File: src/rtl/alu_operand_seq_if.sv
// rtl/alu_operand_seq_if.sv - operand input channel and A/B output handshake bundle
interface alu_operand_seq_if #(parameter int N = 8);
  logic [N-1:0] in_data;
  logic         in_valid;
  logic         in_ready;
  logic [N-1:0] A;
  logic [N-1:0] B;
  logic         out_valid;
  logic         out_ready;

  modport master (
    output in_data, in_valid, out_ready,
    input  in_ready, A, B, out_valid
  );

  modport slave (
    input  in_data, in_valid, out_ready,
    output in_ready, A, B, out_valid
  );
endinterface

File: src/rtl/alu_operand_seq.sv
// rtl/alu_operand_seq.sv - serial A/B operand sequencer with pair counter; optional skid via ALU_OPSEQ_SKID_EN
module alu_operand_seq #(
  parameter int N     = 8,
  parameter int CNT_W = 16
) (
  input  logic             clk,
  input  logic             rst_n,
  input  logic             clear,
  alu_operand_seq_if.slave seq,
  output logic [CNT_W-1:0] pair_cnt,
  output logic             busy
);

  typedef enum logic [1:0] {WAIT_A, WAIT_B, PRESENT} state_t;

  state_t           state, state_nx;
  logic [N-1:0]     a_q, a_nx, b_q, b_nx;
  logic             out_valid_q;
  logic [CNT_W-1:0] cnt_q, cnt_nx;
  logic             in_ready_c, in_xfer, out_xfer;

`ifdef ALU_OPSEQ_SKID_EN
  logic [N-1:0]     shadow_q, shadow_nx;
  logic             shadow_full_q, shadow_full_nx;

  assign in_ready_c = (state != PRESENT) || !shadow_full_q;
`else
  assign in_ready_c = (state != PRESENT);
`endif

  assign in_xfer       = seq.in_valid && in_ready_c;
  assign out_xfer      = out_valid_q && seq.out_ready;
  assign seq.in_ready  = in_ready_c;
  assign seq.out_valid = out_valid_q;
  assign seq.A         = a_q;
  assign seq.B         = b_q;
  assign pair_cnt      = cnt_q;
  assign busy          = (state != WAIT_A);

  always_ff @(posedge clk or negedge rst_n) begin
    if (!rst_n) begin
      state         <= WAIT_A;
      a_q           <= '0;
      b_q           <= '0;
      out_valid_q   <= 1'b0;
      cnt_q         <= '0;
`ifdef ALU_OPSEQ_SKID_EN
      shadow_q      <= '0;
      shadow_full_q <= 1'b0;
`endif
    end else begin
      state         <= state_nx;
      a_q           <= a_nx;
      b_q           <= b_nx;
      out_valid_q   <= (state_nx == PRESENT);
      cnt_q         <= cnt_nx;
`ifdef ALU_OPSEQ_SKID_EN
      shadow_q      <= shadow_nx;
      shadow_full_q <= shadow_full_nx;
`endif
    end
  end

  always_comb begin
    state_nx       = state;
    a_nx           = a_q;
    b_nx           = b_q;
    cnt_nx         = cnt_q;
`ifdef ALU_OPSEQ_SKID_EN
    shadow_nx      = shadow_q;
    shadow_full_nx = shadow_full_q;
`endif
    // clear wins over any handshake in the same cycle
    if (clear) begin
      state_nx       = WAIT_A;
      a_nx           = '0;
      b_nx           = '0;
`ifdef ALU_OPSEQ_SKID_EN
      shadow_full_nx = 1'b0;
`endif
    end else begin
      case (state)
        WAIT_A: begin
          if (in_xfer) begin
            a_nx     = seq.in_data;
            state_nx = WAIT_B;
          end
        end
        WAIT_B: begin
          if (in_xfer) begin
            b_nx     = seq.in_data;
            state_nx = PRESENT;
          end
        end
        PRESENT: begin
`ifdef ALU_OPSEQ_SKID_EN
          if (out_xfer) begin
            cnt_nx = cnt_q + 1'b1;
            if (shadow_full_q) begin
              a_nx           = shadow_q;
              shadow_full_nx = 1'b0;
              state_nx       = WAIT_B;
            end else if (in_xfer) begin
              a_nx     = seq.in_data;
              state_nx = WAIT_B;
            end else begin
              state_nx = WAIT_A;
            end
          end else if (in_xfer) begin
            shadow_nx      = seq.in_data;
            shadow_full_nx = 1'b1;
          end
`else
          if (out_xfer) begin
            cnt_nx   = cnt_q + 1'b1;
            state_nx = WAIT_A;
          end
`endif
        end
        default: state_nx = WAIT_A;
      endcase
    end
  end

endmodule

File: src/flat_wrapper.sv
// flat-port wrapper written by rule: the top's interface ports become plain ports
module alu_operand_seq_flat 
#(
  parameter int N     = 8,
  parameter int CNT_W = 16
)
  (clk, rst_n, clear, pair_cnt, busy, seq_in_data, seq_in_valid, seq_out_ready, seq_in_ready, seq_A, seq_B, seq_out_valid);
  alu_operand_seq_if #(.N(N)) seq_i ();
  input  logic clk;
  input  logic rst_n;
  input  logic clear;
  output logic [CNT_W-1:0] pair_cnt;
  output logic busy;
  input wire logic [$bits(seq_i.in_data)-1:0] seq_in_data;
  input wire logic [$bits(seq_i.in_valid)-1:0] seq_in_valid;
  input wire logic [$bits(seq_i.out_ready)-1:0] seq_out_ready;
  output wire logic [$bits(seq_i.in_ready)-1:0] seq_in_ready;
  output wire logic [$bits(seq_i.A)-1:0] seq_A;
  output wire logic [$bits(seq_i.B)-1:0] seq_B;
  output wire logic [$bits(seq_i.out_valid)-1:0] seq_out_valid;
  assign seq_i.in_data = seq_in_data;
  assign seq_i.in_valid = seq_in_valid;
  assign seq_i.out_ready = seq_out_ready;
  assign seq_in_ready = seq_i.in_ready;
  assign seq_A = seq_i.A;
  assign seq_B = seq_i.B;
  assign seq_out_valid = seq_i.out_valid;
  alu_operand_seq #(.N(N), .CNT_W(CNT_W)) u_core (.clk(clk), .rst_n(rst_n), .clear(clear), .seq(seq_i), .pair_cnt(pair_cnt), .busy(busy));
endmodule
File: config.mk
export PLATFORM = sky130hd
export DESIGN_NAME = alu_operand_seq_flat
export DESIGN_NICKNAME = d
export VERILOG_FILES = /design/src/rtl/alu_operand_seq_if.sv /design/src/rtl/alu_operand_seq.sv /design/src/flat_wrapper.sv
export SDC_FILE = /design/constraint.sdc
export NUM_CORES = 1
export LEC_CHECK = 0
export ABC_AREA = 1
export CORE_MARGIN = 5
export CORE_UTILIZATION = 53
export CTS_CLUSTER_DIAMETER = 150
export DETAILED_ROUTE_END_ITERATION = 16
export DONT_BUFFER_PORTS = 1
export PLACE_DENSITY = 0.69
export SLEW_MARGIN = 30
export SYNTH_ARGS = -nofsm -noshare
export SYNTH_HDL_FRONTEND = slang
export SYNTH_SLANG_ARGS = --single-unit
export TNS_END_PERCENT = 10
File: constraint.sdc
create_clock -name clk -period 1.2 [get_ports clk]
set_input_delay 0.18 -clock clk [delete_from_list [all_inputs] [get_ports clk]]
set_output_delay 0.18 -clock clk [all_outputs]
set_load 0.01 [all_outputs]
==> results.md <==
* Total Routed Length at 4200 microns
* HP Class: input port to flop
* Total GRT Usage at 20.3%
* Max-cap violations at 0
* Post-synth top cells: 75 x nand2_1, 35 x dfrtp_1, 26 x inv_1, 24 x nand3_1, 20 x nor2_1
* Final hold viol count at 0
* Top-count cell post-synth: nand2_1
* Peak Freq at 769 MHz
* Share of cells above drive strength 1 at 26.6%
* Congestion Overflow GR at 0
* H-tree depth at 2
* Area Growth Syn to Fin at 28.7%
* Setup WS post-layout at -0.100 ns
* Number of global-route vias before repair at 1534
* Io pins at 48
* Setup TNS at -1.05 ns
* Post-synthesis cell type count at 23
* First-pass GRT wire length at 6920 microns
* Flops & latches, synth at 35
* Die width at 67.7 microns
* Num CTS Buffers at 5
* Syn avg cell area at 7.98 sq um
* Overall Power at 2.35 mW
* Die ar. at 0.00458 sq mm
* DR vias at 1565
* Mapped Cells at 221
* Setup slack at placement at -0.0526 ns
* Slowest cell on the critical path: dfrtp_1
* Clock Path Buffers at 2
* Pin count of the biggest net entering global routing at 36
* Post-route clock period utilization at 108%
* Startpoint Class: flop
* Synthesized Nets at 235
* Routed len/inst at 13.6 microns
* RSZ-0062 raised after global routing: true
* Main area contributors after synthesis: dfrtp_1 50%, nand2_1 16%, nand3_1 6.8%
* Ant diodes at 0
* Hold slack at 0.00236 ns
* EDFF count, synth at 0
* Post-layout instance area at 0.00227 sq mm
* Worst-path cell chain: buf_6, inv_4, nand3_4, nor2_4, buf_6, nand3_2, xnor2_1
* Pleak at 1.18 nW
* Clock slew at reported path FFs at 0.11 ns
* Worst relative slew slack at 75.7%
* Core area at 0.00328 sq mm
* Die Y at 67.7 microns
* Initial antenna violation count at 0
* Row count at 21
* Yosys warning total at 0
* CP Capture Type: flop
* Ys flop type: dfrtp_1
* # port buffers at 0
* Cell mode on critical path: buf_6
* Register area share after synthesis at 49.7%
* Root Driver: clkbuf_4
* Critical path peak fanout at 5
* Worst VDD drop at 0.779 mV
* Residual DRC at 0
* Post-Syn Area at 0.00176 sq mm
* Worst-Margin Slew at 0.363 ns
* Placement Cell Area at 0.00202 sq mm
* Clk Latency, worst-skew pair at 0.34 ns
* Final Setup Violations at 15
* Critical Setup Path Class: flop to flop
* Antenna-violating nets left at 0
* Cell taking the most area after synthesis: dfrtp_1
* Clk sink count at 35
* CP Data Required Time at 1.44 ns
* Detailed-placement wirelength estimate at 3000 microns
* Status: complete, but fails checks
* Share of the synthesized area in the top cell type at 49.7%
* Failing checks: setup timing
* Nets at 276
* Drt via density at 5.06
* Pwr dens at 1040 mW/mm^2
* Worst path max stage delay at 0.42 ns
* FFs w/ async S/R, synth at 100%
* Worst EP arrival at 1.54 ns
* Tmin final at 1.30 ns
* Clock skew at 0.00382 ns
* CTS tree: built
* GP Congestion at 0.847
* Max Slew Vio Count at 0
* Iteration-0 DRC Markers at 91
* Starting Density at 53.7%
* 1st-pass router iterations at 4
[report_power, final]
part	switching (mW)	total [mW]	internal [mW]
registers	0.0696	1.31	1.24
clock network	0.404	0.749	0.345
logic	0.168	0.291	0.122
[cells by family after synthesis]
group	Yosys count	synth area share [%]
adder cells (fa/ha/maj)	1	0.710
buffers and inverters	32	7.59
AO/OA/AOI/OAI	4	1.28
AND/OR/NAND/NOR	141	36.8
XOR/XNOR	8	3.97
flip-flops	35	49.7
[cell usage in the layout, fill, tap and decap left out, types with 3 or more instances in the layout]
cell type,n
nor2_1,19
dfrtp_1,33
nand2_2,7
nand2_1,71
clkbuf_4,5
nand4_1,8
inv_1,25
xnor2_1,4
nand3_1,21
buf_6,8
nor2_4,6
nand3_2,3
nand3b_1,3
buf_4,28
[critical path: cells and delay by family, from the launching register on]
family / cells / cell delay, ns
xor gates and xnor gates: 1 / 0.13
buffers and inverters: 3 / 0.32
DFF: 1 / 0.42
and+or+nand+nor: 3 / 0.33
[cell type report]
cell class,instances,area (sq um)
clock buffers,8,68.8
flip-flops and latches,35,878
repair buffers,39,340
inverters,27,104
well taps,46,57.6
fillers,290,1010
multi-input cells,154,821
[routing by layer]
layer	track usage [%]	part of all wire (%)	vias to the layer above	routed length, microns
met4	7.59	1.6	0	68
met2	33.4	50	44	2100
met1	24.6	41	739	1740
met5	0	0	-	0
met3	6.49	7.1	8	298
li1	-	-	774	-
[stage by stage]
step / util (%) / instances
final: 69.1 / 309
after global routing: 69.1 / 309
after detailed placement: 61.6 / 293
after CTS: 66.9 / 308
after floorplan: - / 221
after global placement: 61.6 / 293
[sequential cells by signal, summed over array words and instances, names as in the netlist]
| register | flops |
|---|---|
| u_core.state | 2 |
| u_core.seq.A | 8 |
| u_core.seq.B | 8 |
| u_core.pair_cnt | 16 |
| u_core.seq.out_valid | 1 |
[path summary, 6_finish.rpt]
kind                                    startpoint  cells after the start  slack [ns]                  to
worst min register to register  u_core.pair_cnt[5]                      1        0.53  u_core.pair_cnt[5]
max in group asynchronous                    rst_n                      2        0.71  u_core.pair_cnt[1]
worst min-delay path                         clear                      3       0.002     u_core.seq.B[7]
worst max-delay path               u_core.state[0]                      7       -0.10  u_core.pair_cnt[8]
worst max register to register     u_core.state[0]                      7       -0.10  u_core.pair_cnt[8]
min in group asynchronous                    rst_n                      2        0.30  u_core.pair_cnt[0]
[what timing repair did]
item / CTS / global route
buffers inserted: 4 / 1
hold buffers: 3 / 0
hold endpoints to repair: 45 / 0
pin swaps: 1 / 4
resized for setup: 10 / 16
setup endpoints to repair: 21 / 38
No activity file was read; power rests on OpenSTA's default activity.
